[config.mk]
export PLATFORM = sky130hd
export DESIGN_NAME = display_scan_flat
export DESIGN_NICKNAME = d
export VERILOG_FILES = /design/src/rtl/display_scan_if.sv /design/src/rtl/display_scan.sv /design/src/flat_wrapper.sv
export SDC_FILE = /design/constraint.sdc
export NUM_CORES = 1
export LEC_CHECK = 0
export BUFFER_PORTS_ARGS = -buffer_cell sky130_fd_sc_hd__buf_4
export CAP_MARGIN = 20
export CELL_PAD_IN_SITES_DETAIL_PLACEMENT = 0
export CELL_PAD_IN_SITES_GLOBAL_PLACEMENT = 1
export CORE_AREA = 2 2 87 106
export DETAILED_ROUTE_END_ITERATION = 10
export DIE_AREA = 0 0 89 108
export GPL_TIMING_DRIVEN = 0
export PLACE_DENSITY_LB_ADDON = 0.3
export REMOVE_ABC_BUFFERS = 1
export SLEW_MARGIN = 10
export SYNTH_ARGS = -nofsm -noshare
export SYNTH_HDL_FRONTEND = slang
export SYNTH_SLANG_ARGS = --single-unit
[constraint.sdc]
create_clock -name clk -period 3.1 [get_ports clk]
set_clock_uncertainty 0.15 [all_clocks]
set_input_delay 0 -clock clk [delete_from_list [all_inputs] [get_ports clk]]
set_output_delay 0 -clock clk [all_outputs]
set_load 0.03 [all_outputs]
[src/rtl/display_scan_if.sv]
// display_scan_if: value/load inputs and digit/position outputs of the scan controller
interface display_scan_if;
    logic        load;
    logic [31:0] value;
    logic        lz_en;
    logic [3:0]  dig;
    logic [2:0]  pos;
    logic        blank;
    logic        frame;
    modport master (output load, value, lz_en, input dig, pos, blank, frame);
    modport slave  (input load, value, lz_en, output dig, pos, blank, frame);
endinterface

[src/rtl/display_scan.sv]
// display_scan: 8-digit seven-segment scan controller with frame-aligned double buffering
module display_scan #(
    parameter int SCAN_DIV = 100000
) (
    input logic           clk,
    input logic           rst_n,
    display_scan_if.slave bus
);
    localparam int CW = $clog2(SCAN_DIV);
    logic [CW-1:0] cnt;
    logic [2:0]    pos_q;
    logic [31:0]   pend_val, disp_val, hi;
    logic          pend_flag, frame_q, tick, wrap;
    assign tick = cnt == CW'(SCAN_DIV - 1);
    assign wrap = tick && pos_q == 3'd7;
    always_ff @(posedge clk or negedge rst_n) begin
        if (!rst_n) begin
            cnt       <= '0;
            pos_q     <= '0;
            pend_val  <= '0;
            pend_flag <= 1'b0;
            disp_val  <= '0;
            frame_q   <= 1'b0;
        end else begin
            cnt       <= tick ? '0 : cnt + 1'b1;
            pos_q     <= tick ? pos_q + 3'd1 : pos_q;
            frame_q   <= wrap;
            pend_val  <= bus.load ? bus.value : pend_val;
            // a load coinciding with the wrap bypasses the pending buffer
            pend_flag <= wrap ? 1'b0 : (bus.load | pend_flag);
            disp_val  <= !wrap ? disp_val : bus.load ? bus.value : pend_flag ? pend_val : disp_val;
        end
    end
    assign hi        = disp_val >> {pos_q, 2'b00};
    assign bus.dig   = disp_val[{pos_q, 2'b00} +: 4];
    assign bus.pos   = pos_q;
    assign bus.blank = bus.lz_en && pos_q != 3'd0 && hi == 32'd0;
    assign bus.frame = frame_q;
endmodule

[src/flat_wrapper.sv]
// flat-port wrapper written by rule: the top's interface ports become plain ports
module display_scan_flat 
#(
    parameter int SCAN_DIV = 100000
)
  (clk, rst_n, bus_load, bus_value, bus_lz_en, bus_dig, bus_pos, bus_blank, bus_frame);
  display_scan_if bus_i ();
  input logic clk;
  input logic rst_n;
  input wire logic [$bits(bus_i.load)-1:0] bus_load;
  input wire logic [$bits(bus_i.value)-1:0] bus_value;
  input wire logic [$bits(bus_i.lz_en)-1:0] bus_lz_en;
  output wire logic [$bits(bus_i.dig)-1:0] bus_dig;
  output wire logic [$bits(bus_i.pos)-1:0] bus_pos;
  output wire logic [$bits(bus_i.blank)-1:0] bus_blank;
  output wire logic [$bits(bus_i.frame)-1:0] bus_frame;
  assign bus_i.load = bus_load;
  assign bus_i.value = bus_value;
  assign bus_i.lz_en = bus_lz_en;
  assign bus_dig = bus_i.dig;
  assign bus_pos = bus_i.pos;
  assign bus_blank = bus_i.blank;
  assign bus_frame = bus_i.frame;
  display_scan #(.SCAN_DIV(SCAN_DIV)) u_core (.clk(clk), .rst_n(rst_n), .bus(bus_i));
endmodule
==> reports/qor.txt <==
Clock share of power: 34.1%
Sw Pwr: 0.472 mW
Sequential fraction of design power: 58.0%
GRT met3 Usage: 4.73%
Period utilization: 94.0%
M1 GR Usage: 23.3%
DRT Pass-1 Iters: 4
Post-DP HPWL: 4940 um
Initial antenna violation count: 0
I/O pins: 45
Final hold violations: 1
H-tree depth: 3
WHS: -0.00395 ns
Worst-path cell chain: mux4_2 -> mux2_2 -> nor4_1 -> o211ai_1 -> a21oi_1 -> buf_4
Avg Cell Area, Syn: 13.7 um^2
Grt ovf: 0
Crit path DAT: 2.76 ns
Worst slack, placed: -0.298 ns
Setup crit start kind: flop
Ys flop type: dfrtp_1
Port Buffers: 44
Antenna Violating Nets Remaining: 0
Synth async-reset ratio: 100%
Min Tclk post-route: 2.91 ns
Critical R2R Capture: u_core.disp_val[19]$_DFFE_PN0P_
Starting Density: 47.4%
Worst Reg-to-Reg Cells: 7
Antenna cells: 0
Yosys cell types: 39
Largest net degree at the start of global routing: 87
Hold Path Class: in2reg
Status: finished, violations left
Max_slew headroom: 70.4%
Clk_lat worst skew: 0.36 ns
RePlAce Congestion: 0.872
Power Internal: 1.55 mW
CTS Buffer Depth: 2
Critical path's largest stage delay: 0.64 ns
Vias/cell: 5.15
Mapped Cells: 294
Area delta synth->final: 23.3%
YS warnings: 0
Crit-path max FO: 27
Fill cell count: 733
Iteration-0 DRC Markers: 67
Pwr/cell area: 406 nW/um^2
Clk root buf: clkbuf_8
RSZ-0062 raised after global routing: no
Worst-path clk slew: 0.08 ns
CP max stage cell: dfrtp_4
Final Routed Wirelength: 7610 um
Clock sinks: 86
Total CTS buffers: 9
Tot Pwr: 2.02 mW
Share of layout cells above drive strength 1: 38.7%
FF-to-FF Start: u_core.cnt[12]$_DFF_PN0_
Max IR drop VDD: 0.265 mV
Leakage power: 2.27 nW
FF+latch count, synth: 86
Core Area: 8520 um^2
Final instance area: 4980 um^2
Slew @ Worst Pin: 0.444 ns
Final Setup Violations: 0
Element type at the critical path end: primary output
FF-to-FF setup slack: 0.26 ns
First-pass GRT wire length: 12500 um
CP endpoint: bus_blank
GRT Max-Usage Layer: met2
EDFF count, synth: 0
Data required time at the worst endpoint: 2.95 ns
Die area: 9610 um^2
Per-cell routed wire length: 15.4 um
Gate power share: 7.9%
Die Y: 108 um
Cell Rows: 37
Mapped cell area: 4040 um^2
Max cap viols: 0
Die outline width: 89 um
All-Layer GR Usage: 17.2%
Residual DRC count: 0
Critical path type: reg2out
F_max: 343 MHz
Failing checks: negative hold slack
Critical Path Source: u_core.bus.pos[0]$_DFFE_PN0N_
CTS tree: done
Max Slew Vio Count: 0
Post-layout nets: 412
Final worst-path setup slack: 0.186 ns
Placed cell areas: 4420 um^2
Met2 GRT Util: 27.1%
Via count: 2546
End-of-flow core utilization: 58.5%
Number of global-route vias before repair: 2628
Post-synthesis sequential area ratio: 53.3%
Sw Ratio: 23.4%
==> synth_stat cells (2+ instances only) <==
cell type | count | share of area [%]
xor2_1 | 9 | 2.0
ha_1 | 4 | 1.2
mux2_2 | 39 | 11
nor2_1 | 22 | 2.0
nor4b_1 | 2 | 0.43
inv_1 | 3 | 0.28
and3_1 | 2 | 0.31
nor4_1 | 4 | 0.62
nand2_1 | 11 | 1.0
a211oi_1 | 3 | 0.56
nand3_1 | 10 | 1.2
dfrtp_1 | 86 | 53
buf_12 | 3 | 1.5
o211ai_1 | 2 | 0.37
xnor2_1 | 6 | 1.3
nor3_1 | 7 | 0.87
nand4_1 | 4 | 0.62
mux2_4 | 30 | 11
and4_1 | 3 | 0.65
a21oi_1 | 5 | 0.62
mux4_2 | 8 | 4.5
o21ai_0 | 6 | 0.74
clkbuf_1 | 9 | 0.84
==> routing by layer <==
layer | wire length, um | vias up | share of wire [%]
met3 | 283 | 10 | 3.7
met1 | 3490 | 1264 | 46
met5 | 0 | - | 0
met4 | 111 | 0 | 1.5
met2 | 3720 | 55 | 49
li1 | - | 1217 | -
==> cells in the final DEF (no fill, tap or decap), drive strengths merged, types with 3 or more instances in the layout <==
cell	netlist	routed
inv	3	3
o21ai	6	6
mux4	8	8
dlygate4sd3	0	34
xor2	9	9
nand4	4	4
mux2	69	69
nor2	22	22
clkbuf	9	10
buf	7	49
ha	4	4
nand3	10	10
xnor2	6	6
clkinv	0	4
and4	3	3
nand2	11	11
nor4	4	4
dfrtp	86	86
a21oi	5	5
nor3	7	7
a211oi	3	3
==> registers in the layout, summed over array words and instances, names as in the netlist <==
register and cells:
u_core.cnt 17, u_core.bus.pos 3, u_core.pend_val 32, u_core.disp_val 32, u_core.bus.frame 1, u_core.pend_flag 1
==> timing repair <==
| item | in CTS | in global routing |
|---|---|---|
| endpoints found under the hold margin | 150 | 19 |
| setup buffers | 0 | 3 |
| hold buffers | 33 | 1 |
| endpoints found under the setup margin | 33 | 21 |
| resized for setup | 4 | 2 |
==> cells by family (layout without fill, tap and decap cells) <==
kind of cell	after synthesis	in the layout	share of synthesized area, %
muxes	77	77	26.5
adders and majority gates	4	4	1.24
DFF	86	86	53.3
and+or+nand+nor	72	72	9.14
buffers and inverters	19	102	3.28
xor gates and xnor gates	15	15	3.25
AOI/OAI and AO/OA	21	21	3.31
==> area by class of cell <==
type,instances,area [um^2],share of cell area [%]
flip-flops and latches,86,2160,43.3
multi-input cells,189,1760,35.3
repair buffers,83,741,14.9
well taps,117,146,2.94
clock buffers,10,128,2.56
clock inverters,6,38.8,0.779
inverters,3,11.3,0.226
==> worst max-delay path, delay by kind of cell (launching register included) <==
| family | cells | cell delay [ns] |
|---|---|---|
| AND/OR/NAND/NOR | 1 | 0.35 |
| AO/OA/AOI/OAI | 2 | 0.34 |
| buffers and inverters | 1 | 0.19 |
| flip-flops | 1 | 0.64 |
| multiplexers | 2 | 0.89 |
==> power by group through the flow <==
stage               clock [mW]  sequential, mW  combinational [mW]
floorplan                    0            1.19              0.0540
global placement             0            1.19               0.125
detailed placement           0            1.19               0.126
CTS                      0.706            1.17               0.159
global route             0.754            1.18               0.179
finish                   0.688            1.17               0.161
==> through the flow <==
stage / TNS, ns / std cells
after CTS: 0 / 489
after global routing: 0 / 494
after global placement: -32.52 / 439
after detailed placement: -6.33 / 440
final: 0 / 494
after floorplan: -14.43 / 278
==> how the worst min path moves through the flow <==
| stage | cells past startpoint | slack [ns] | start | endpoint |
|---|---|---|---|---|
| after global placement | 1 | 0.11 | rst_n | u_core.cnt[6]$_DFF_PN0_ |
| after floorplan | 0 | -0.45 | rst_n | u_core.bus.frame$_DFF_PN0_ |
| after detailed placement | 2 | 0.10 | bus_value[24] | u_core.pend_val[24]$_DFFE_PN0P_ |
| final | 3 | -0.004 | bus_load | u_core.pend_flag$_DFF_PN0_ |
| after global routing | 3 | 0.06 | bus_load | u_core.pend_flag$_DFF_PN0_ |
| after CTS | 3 | 0.0006 | bus_load | u_core.pend_flag$_DFF_PN0_ |
No activity file was read; power rests on OpenSTA's default activity.
